==> src/rtl/mm_tile_engine.sv <==
// mm_tile_engine: tiled matrix multiply OUT(TxM) = IN(TxN) x W(NxM).
// Weights are read column by column into LANES lane buffers. Every input
// row is then streamed against those lanes to produce one output word.
// The output SRAM is covered tile by tile, and unused rows and lanes are
// written as zero.
module mm_tile_engine #(
    parameter int MAXDIM = 8,
    parameter int DW     = 4,
    parameter int ODW    = 16,
    parameter int LANES  = 4,
    parameter int AW     = 4
) (
    input  logic                    clk,
    input  logic                    rstn,
    input  logic                    start,
    input  logic [11:0]             mnt,
    input  logic                    acc,
    input  logic                    sgn,
    output logic                    en_w,
    output logic [AW-1:0]           addr_w,
    input  logic [MAXDIM*DW-1:0]    rdata_w,
    output logic                    en_i,
    output logic [AW-1:0]           addr_i,
    input  logic [MAXDIM*DW-1:0]    rdata_i,
    output logic                    en_o,
    output logic                    rw_o,
    output logic [AW-1:0]           addr_o,
    output logic [LANES*ODW-1:0]    wdata_o,
    input  logic [LANES*ODW-1:0]    rdata_o,
    output logic                    busy,
    output logic                    done,
    output logic                    err
);
    localparam int IW = MAXDIM * DW;
    localparam int OW = LANES * ODW;

    typedef enum logic [2:0] {S_IDLE, S_LDW, S_RDI, S_WR, S_DONE} state_t;
    typedef logic [7:0] idx_t;

    localparam idx_t MAX_I   = idx_t'(MAXDIM);
    localparam idx_t LANES_I = idx_t'(LANES);
    localparam idx_t TILES_I = idx_t'(MAXDIM / LANES);

    state_t         state;
    idx_t           m, n, tl;
    idx_t           g, k, t;
    logic           acc_q, sgn_q;
    logic           row_data;
    logic [IW-1:0]  lane_buf [LANES];

    idx_t new_m, new_n, new_t;
    logic illegal;

    assign new_m   = idx_t'(mnt[11:8]);
    assign new_n   = idx_t'(mnt[7:4]);
    assign new_t   = idx_t'(mnt[3:0]);
    assign illegal = (new_m == 8'd0) || (new_m > MAX_I) ||
                     (new_n == 8'd0) || (new_n > MAX_I) ||
                     (new_t == 8'd0) || (new_t > MAX_I);

    // Sequencer: each edge finishes the current cycle and registers the next cycle's outputs.
    always_ff @(posedge clk or negedge rstn) begin
        if (!rstn) begin
            state    <= S_IDLE;
            m        <= '0;
            n        <= '0;
            tl       <= '0;
            g        <= '0;
            k        <= '0;
            t        <= '0;
            acc_q    <= 1'b0;
            sgn_q    <= 1'b0;
            row_data <= 1'b0;
            en_w     <= 1'b0;
            addr_w   <= '0;
            en_i     <= 1'b0;
            addr_i   <= '0;
            en_o     <= 1'b0;
            rw_o     <= 1'b0;
            addr_o   <= '0;
            busy     <= 1'b0;
            done     <= 1'b0;
            err      <= 1'b0;
        end else begin
            case (state)
                S_IDLE: begin
                    if (start) begin
                        m     <= new_m;
                        n     <= new_n;
                        tl    <= new_t;
                        acc_q <= acc;
                        sgn_q <= sgn;
                        if (illegal) begin
                            err   <= 1'b1;
                            done  <= 1'b1;
                            state <= S_DONE;
                        end else begin
                            err    <= 1'b0;
                            busy   <= 1'b1;
                            g      <= '0;
                            k      <= '0;
                            en_w   <= 1'b1;
                            addr_w <= '0;
                            state  <= S_LDW;
                        end
                    end
                end
                S_LDW: begin
                    if (k < LANES_I) begin
                        k      <= k + 8'd1;
                        en_w   <= (k + 8'd1 < LANES_I) && (g * LANES_I + k + 8'd1 < m);
                        addr_w <= AW'(g * LANES_I + k + 8'd1);
                    end else begin
                        // Row 0 always carries data because T >= 1 for a legal job.
                        en_w   <= 1'b0;
                        t      <= '0;
                        en_i   <= 1'b1;
                        addr_i <= '0;
                        en_o   <= acc_q;
                        rw_o   <= 1'b0;
                        addr_o <= AW'(g * MAX_I);
                        state  <= S_RDI;
                    end
                end
                S_RDI: begin
                    en_i     <= 1'b0;
                    en_o     <= 1'b1;
                    rw_o     <= 1'b1;
                    addr_o   <= AW'(g * MAX_I + t);
                    row_data <= 1'b1;
                    state    <= S_WR;
                end
                S_WR: begin
                    if (t + 8'd1 < MAX_I) begin
                        t <= t + 8'd1;
                        if (t + 8'd1 < tl) begin
                            en_i   <= 1'b1;
                            addr_i <= AW'(t + 8'd1);
                            en_o   <= acc_q;
                            rw_o   <= 1'b0;
                            addr_o <= AW'(g * MAX_I + t + 8'd1);
                            state  <= S_RDI;
                        end else begin
                            row_data <= 1'b0;
                            en_o     <= 1'b1;
                            rw_o     <= 1'b1;
                            addr_o   <= AW'(g * MAX_I + t + 8'd1);
                            state    <= S_WR;
                        end
                    end else begin
                        row_data <= 1'b0;
                        en_o     <= 1'b0;
                        rw_o     <= 1'b0;
                        if (g + 8'd1 < TILES_I) begin
                            g      <= g + 8'd1;
                            k      <= '0;
                            en_w   <= ((g + 8'd1) * LANES_I < m);
                            addr_w <= AW'((g + 8'd1) * LANES_I);
                            state  <= S_LDW;
                        end else begin
                            busy  <= 1'b0;
                            done  <= 1'b1;
                            state <= S_DONE;
                        end
                    end
                end
                S_DONE: begin
                    if (!start) begin
                        done  <= 1'b0;
                        state <= S_IDLE;
                    end
                end
                default: state <= S_IDLE;
            endcase
        end
    end

    // Weight lane capture, one cycle after each column read; lanes beyond M hold zero.
    // NOTE: the lane buffer has no reset; every lane is rewritten in LDW before any row reads it.
    always_ff @(posedge clk) begin
        for (int l = 0; l < LANES; l++) begin
            if (state == S_LDW && k == idx_t'(l + 1)) begin
                lane_buf[l] <= (g * LANES_I + idx_t'(l) < m) ? rdata_w : '0;
            end
        end
    end

    // Write data: per-lane dot product of the current input row, optionally added to the old word.
    always_comb begin : dot_calc
        logic [ODW-1:0]  lane_sum;
        logic [DW-1:0]   a;
        logic [DW-1:0]   b;
        logic [2*DW-1:0] prod;
        // NOTE: every variable gets a default first so no path can leave a latch behind.
        wdata_o  = '0;
        lane_sum = '0;
        a        = '0;
        b        = '0;
        prod     = '0;
        if (state == S_WR && row_data) begin
            for (int l = 0; l < LANES; l++) begin
                // NOTE: blocking assignments here because lane_sum chains within one evaluation.
                lane_sum = acc_q ? rdata_o[OW-1-l*ODW -: ODW] : '0;
                for (int e = 0; e < MAXDIM; e++) begin
                    a = rdata_i[IW-1-e*DW -: DW];
                    b = lane_buf[l][IW-1-e*DW -: DW];
                    if (sgn_q) begin
                        prod = $signed(a) * $signed(b);
                    end else begin
                        prod = {{DW{1'b0}}, a} * {{DW{1'b0}}, b};
                    end
                    if (idx_t'(e) < n) begin
                        lane_sum = lane_sum + (sgn_q ? {{(ODW-2*DW){prod[2*DW-1]}}, prod}
                                                     : {{(ODW-2*DW){1'b0}}, prod});
                    end
                end
                if (g * LANES_I + idx_t'(l) >= m) begin
                    lane_sum = '0;
                end
                wdata_o[OW-1-l*ODW -: ODW] = lane_sum;
            end
        end
    end

endmodule

==> config.mk <==
export PLATFORM = sky130hd
export DESIGN_NAME = mm_tile_engine
export DESIGN_NICKNAME = d
export VERILOG_FILES = /design/src/rtl/mm_tile_engine.sv
export SDC_FILE = /design/constraint.sdc
export NUM_CORES = 2
export LEC_CHECK = 0
export CAP_MARGIN = 10
export CORE_MARGIN = 10
export CORE_UTILIZATION = 55
export DETAILED_ROUTE_END_ITERATION = 10
export PLACE_DENSITY = 0.77
export SLEW_MARGIN = 20
export SYNTH_ARGS = -nofsm -noshare
export SYNTH_HDL_FRONTEND = slang
export SYNTH_SLANG_ARGS = --single-unit
==> constraint.sdc <==
create_clock -name clk -period 33.4 [get_ports clk]
set_input_delay 8.35 -clock clk [delete_from_list [all_inputs] [get_ports clk]]
set_output_delay 8.35 -clock clk [all_outputs]
set_load 0.1 [all_outputs]
* Word-level counts from Yosys, hierarchy flattened
Memory sizes are Yosys's and may differ from the RTL's. Index checks and enable logic that the tools add are counted.
Storage, ports and cells: register bits 61, latch bits 0, RAM bits 128, bits in read-only memories 0, input bits 145, output and inout port bits 83, logic and storage cells 460, memories 1
Memory list:
- lane_buf | depth 4, bits a word 32, rd ports 4, clocked after Yosys merged registers in 0, write ports 1, line 49 | logic [IW-1:0] lane_buf [LANES];
Cells by class: add/sub/neg operators 42, multipliers 64, divide/modulo/power cells 0, $lt $le $gt $ge 26, eq/ne operators 20, shift operators 0, muxes and demuxes 250, bitwise operators 0, reduce and logical (&&, ||, !) cells 37
Operator list (count):
- $mux 16 | 100
- $mux 8 | 73
- $add 16x16->16 | 32
- $mul 4x4->8 | 64
- $mux 32 | 7
- $reduce_or 32->1 | 3
- $mux 64 | 1
- $lt 8x4->1 | 7
- $add 8x1->8 const B | 5
- $mux 4 | 10
- $mux 1 | 36
- $ge 8x4->1 | 4
- $pmux 8 s2 | 2
- $logic_not 8->1 | 3
- $pmux 4 s3 | 2
- $pmux 8 s3 | 1
- $ne 2x2->1 const B | 11
- $mux 3 | 6
- $add 8x2->8 const B | 2
- $eq 8x2->1 const B | 2
- $lt 3x4->1 const A | 4
- $lt 8x3->1 const B | 2
- $pmux 1 s3 | 5
- $pmux 3 s5 | 1
- other kinds (27) | 56

* Longest topological paths before layout
An unclocked memory read counts as a cell.
depth in word-level cells 30, mapped depth 71

* Least setup slack after synthesis
No wires, ideal clock.
path type input -> output, start point in rdata_i[29], end point out wdata_o[62], arrival time 24.481 ns, data required time 25.050 ns, setup slack 0.569 ns, cell stages on the path 60, buffers on the path 1, cell sequence clkbuf_1 > and2_1 > inv_1 > fa_1 > fa_1 > fa_1 > inv_1 > ha_1 > fa_1 > a21o_1 > a21oi_1 > xnor2_1 > nand2_1 > inv_1 > ha_1 > and2_1 > a221oi_1 > nand2_1 > (+24 left out) > nor2b_1 > ha_1 > o41ai_1 > xor2_1 > o21ai_0 > a21oi_1 > inv_1 > ha_1 > and3_1 > a211oi_1 > xor2_1 > nor2_1 > a21o_1 > ha_1 > nand2_1 > o211ai_1 > xnor2_1 > a2111oi_0
Between the ends: word-level cells in the longest chain between the ends 29
Ends and longest elaborated chain:
- start, declared | line 24 | input logic [MAXDIM*DW-1:0] rdata_i,
- $mul 4x4->8 (on tied branches) | line 210, 208
- $mux 8 * | line 207 | if (sgn_q) begin
- $mux 8 * | line 200 | if (state == S_WR && row_data) begin
- $mux 16 * | line 213 | lane_sum = lane_sum + (sgn_q ? {{(ODW-2*DW){prod[2*DW-1]}}, prod}
- $add 16x16->16 * | line 213
- $mux 16 * | line 212 | if (idx_t'(e) < n) begin
- $mux 16 * | line 200
- $add 16x16->16 | line 213
- (+13 left out)
- $mux 16 * | line 200
- $add 16x16->16 | line 213
- $mux 16 * | line 212
- $mux 16 * | line 200
- $add 16x16->16 | line 213
- $mux 16 * | line 212
- $mux 16 * | line 217 | if (g * LANES_I + idx_t'(l) >= m) begin
- $mux 64 * | line 200
- end, declared | line 28 | output logic [LANES*ODW-1:0] wdata_o,
Every way passes the cells marked *; elsewhere a longest branch is shown, timed or not. The select of a mux whose other input is x is not followed.

* Worst setup path in the final report
start point in rdata_i[29], end point out wdata_o[30]
Same word-level chain as after synthesis.

==> results by group <==
Clocking
  • Clock buffer depth: 2
  • H-tree level count: 4
  • Postcts setup bufs: 0
  • Num CTS Buffers: 17
  • CTS tree: done
  • # hold bufs at CTS: 0
  • Worst-path clk slew: around 80 ps
  • Clock Sinks: roughly 190
  • Root Buffer: clkbuf_16
  • Worst-Skew Late Latency: 590 ps
  • Post_cts resized: 0

Critical path
  • RR Endpoint: lane_buf[2][24]
  • Crit-path leading delay family: compound AO/OA/AOI/OAI gates
  • Reg2Reg Depth: 5
  • CP bufs+invs: 7
  • Slowest cell delay on critical path: between 1000 and 1500 ps
  • WP data arrival: approximately 24000 ps
  • Startpoint types: input port
  • Reg2reg start: state[0]
  • Worst setup path startpoint: rdata_i[29]
  • Levels on crit path: 63
  • Crit-path slowest cell: clkdlybuf4s50_1
  • Critical path required time: 25050 ps
  • Most frequent CP cell: ha_1
  • CP Max Fanout: 19
  • Crit path kind: in -> out
  • Setup crit end kind: output port
  • Reg2reg setup slack: ~30000 ps
  • CP endpoint: wdata_o[30]

Placement
  • Placed Instances: 9511
  • Global placer's final weighted congestion: about 1
  • Hpwl dp: roughly 160000 µm
  • Port buffer count: 227
  • Placed inst area: between 60000 and 70000 µm²

Route
  • DRT iter0 DRCs: ~4800
  • Drc violations: 0
  • DR top layer: met5
  • Wl on met1: roughly 82000 µm
  • Final ANT Viol Nets: 0
  • Via density: 5.99
  • Vias after detailed routing: between 50000 and 60000
  • Metal3 WL: roughly 16000 µm
  • First-pass DRT Iterations: 6
  • Wirelength, routed: 195000 µm
  • WL/cell: 20.5 µm
  • Metal2 WL: roughly 88000 µm

Timing
  • Max frequency: about 31 MHz
  • Post-route clock period utilization: roughly 96%
  • Max-slew violation total from the final report: 0
  • TNS Setup: 0 ps
  • Slew HR: a little over a fifth
  • Setup-failing EPs final: 0
  • Clock Skew: between 30 and 40 ps
  • Hold slack: approximately 500 ps
  • RSZ-0062 raised after global routing: false
  • Worst-margin pin slew: 1170 ps
  • Final hold vios: 0
  • Min Tclk post-route: around 32000 ps

Synthesis
  • Main flop type after synthesis: edfxtp_1
  • Synthesized flop and latch total: 189
  • Post-synth EDFFs: around 130
  • Distinct cell type count after synthesis: 95
  • Ys Warns: 0
  • Syn_area_per_cell: around 8 µm²
  • Register area share after synthesis: roughly 8.3%
  • Mapped Nets: about 10000
  • Ys async rst share: between 30 and 40%
  • Post-synthesis instance total: 8004
  • Mapped Area: between 60000 and 70000 µm²

Layout
  • Final Cell Area: 68500 µm²
  • Most frequent cells in the layout: ha_1, inv_1, nand2_1, a21oi_1, and2_1
  • Cell Count, Final, Fillers Out: 9545
  • Final nets: 9751
  • Leading cell type in the layout, fill and taps excluded: ha_1
  • Share of cells above drive strength 1: about 3.5%
  • Layout area overhead: 6.54%

Outcome
  • Outcome: finished clean

Floorplan
  • Die area: 131000 µm²
  • Die W: 362 µm
  • Die height: about 360 µm
  • Row Count: ~130
  • Top-level I/O count: about 230
  • Starting Density: roughly 55%
  • Core Area: 116000 µm²

Global routing
  • Global-route wire length before repair: just over 300000 µm
  • GRT Util Overall: between 20% and 30%
  • Vias in the first global route: around 57000
  • Initial antenna violation count: 13
  • Largest net degree at the start of global routing: 184
  • GRT Residual Overflow: 0

Job
  • Max-cap violations: 0

Hold path
  • HP Class: reg -> reg
  • Hold path depth: 2
==> worst min-delay path by stage <==
| stage | startpoint | endpoint | slack, ps |
|---|---|---|---|
| floorplan | t[7] | t[7] | 470 |
| global placement | addr_w[1] | addr_w[1] | 470 |
| detailed placement | addr_o[1] | addr_o[1] | 480 |
| CTS | addr_o[1] | addr_o[1] | 510 |
| global route | t[5] | t[5] | 530 |
| finish | addr_o[1] | addr_o[1] | 500 |
==> Yosys cell counts, drive strengths merged (9+ instances only) <==
cell	count	area share (%)
ha	1152	22
inv	875	5.1
nand2	826	4.8
a21oi	545	4.3
and2	477	4.6
o21ai	467	3.6
nor2	456	2.7
fa	448	14
xnor2	442	6.0
xor2	315	4.3
a21o	282	3.3
clkbuf	266	1.6
o21bai	144	1.7
edfxtp	128	6.0
mux2	112	2.0
nor3	92	0.72
nand3	84	0.65
a211oi	71	0.84
o21a	70	0.82
dfrtp	61	2.4
and3	58	0.56
nand2b	55	0.53
mux2i	53	0.82
a31oi	48	0.47
nor2b	47	0.46
o31ai	41	0.51
buf	36	0.23
or3	33	0.33
o211ai	30	0.36
a211o	29	0.39
or2	19	0.18
a21boi	18	0.21
nand4	16	0.16
a22oi	15	0.18
o211a	14	0.22
o2bb2ai	13	0.18
o2111ai	12	0.16
xnor3	12	0.42
a31o	11	0.15
o22ai	11	0.11
o41ai	10	0.15
a2111oi	9	0.16
==> worst register-to-register path: cells and delay by family (launching register included) <==
kind | cells | cell delay [ps]
buffers and inverters | 1 | 480
and+or+nand+nor | 4 | 1640
DFF | 1 | 700
==> flip-flops by register name, summed over array words and instances (netlist names), 8 cells and up <==
name      flops
t             8
k             8
lane_buf    128
g             8
==> final cells by class <==
cell class / instances / area, µm²
Inverter: 875 / 3280
Sequential cell: 189 / 5380
Clock buffer: 18 / 429
Antenna cell: 2 / 5.00
Tap cell: 1524 / 1910
Timing Repair Buffer: 285 / 2710
Fill cell: 10300 / 47700
Clock inverter: 14 / 169
Multi-Input combinational cell: 6638 / 54700
==> metrics by stage <==
| stage | setup slack [ps] | util [%] |
|---|---|---|
| after floorplan | 569 | - |
| after global placement | 2050 | 58.5 |
| after detailed placement | 1550 | 58.5 |
| after CTS | 1540 | 59.0 |
| after global routing | 434 | 59.0 |
| final | 1420 | 59.0 |
==> routing by layer <==
layer  vias to the layer above  GRT usage [%]
met5                         -              0
met4                        12           14.1
met3                       440           4.80
met2                      2066           47.4
met1                     27400           37.7
li1                      27300              -
==> logic make-up (layout without fill, tap and decap cells) <==
family,Yosys count,after routing,share of synthesized area [%]
and+or+nand+nor,2195,2195,16.1
AOI/OAI and AO/OA,1909,1909,18.8
adders and majority gates,1600,1600,36.3
buffers and inverters,1177,1192,6.89
xor gates and xnor gates,769,769,10.7
DFF,189,189,8.35
muxes,165,165,2.79
other,0,2,0
Power is not shown: default switching activity piles up to over one toggle a cycle in this logic, so the estimate is an artifact.
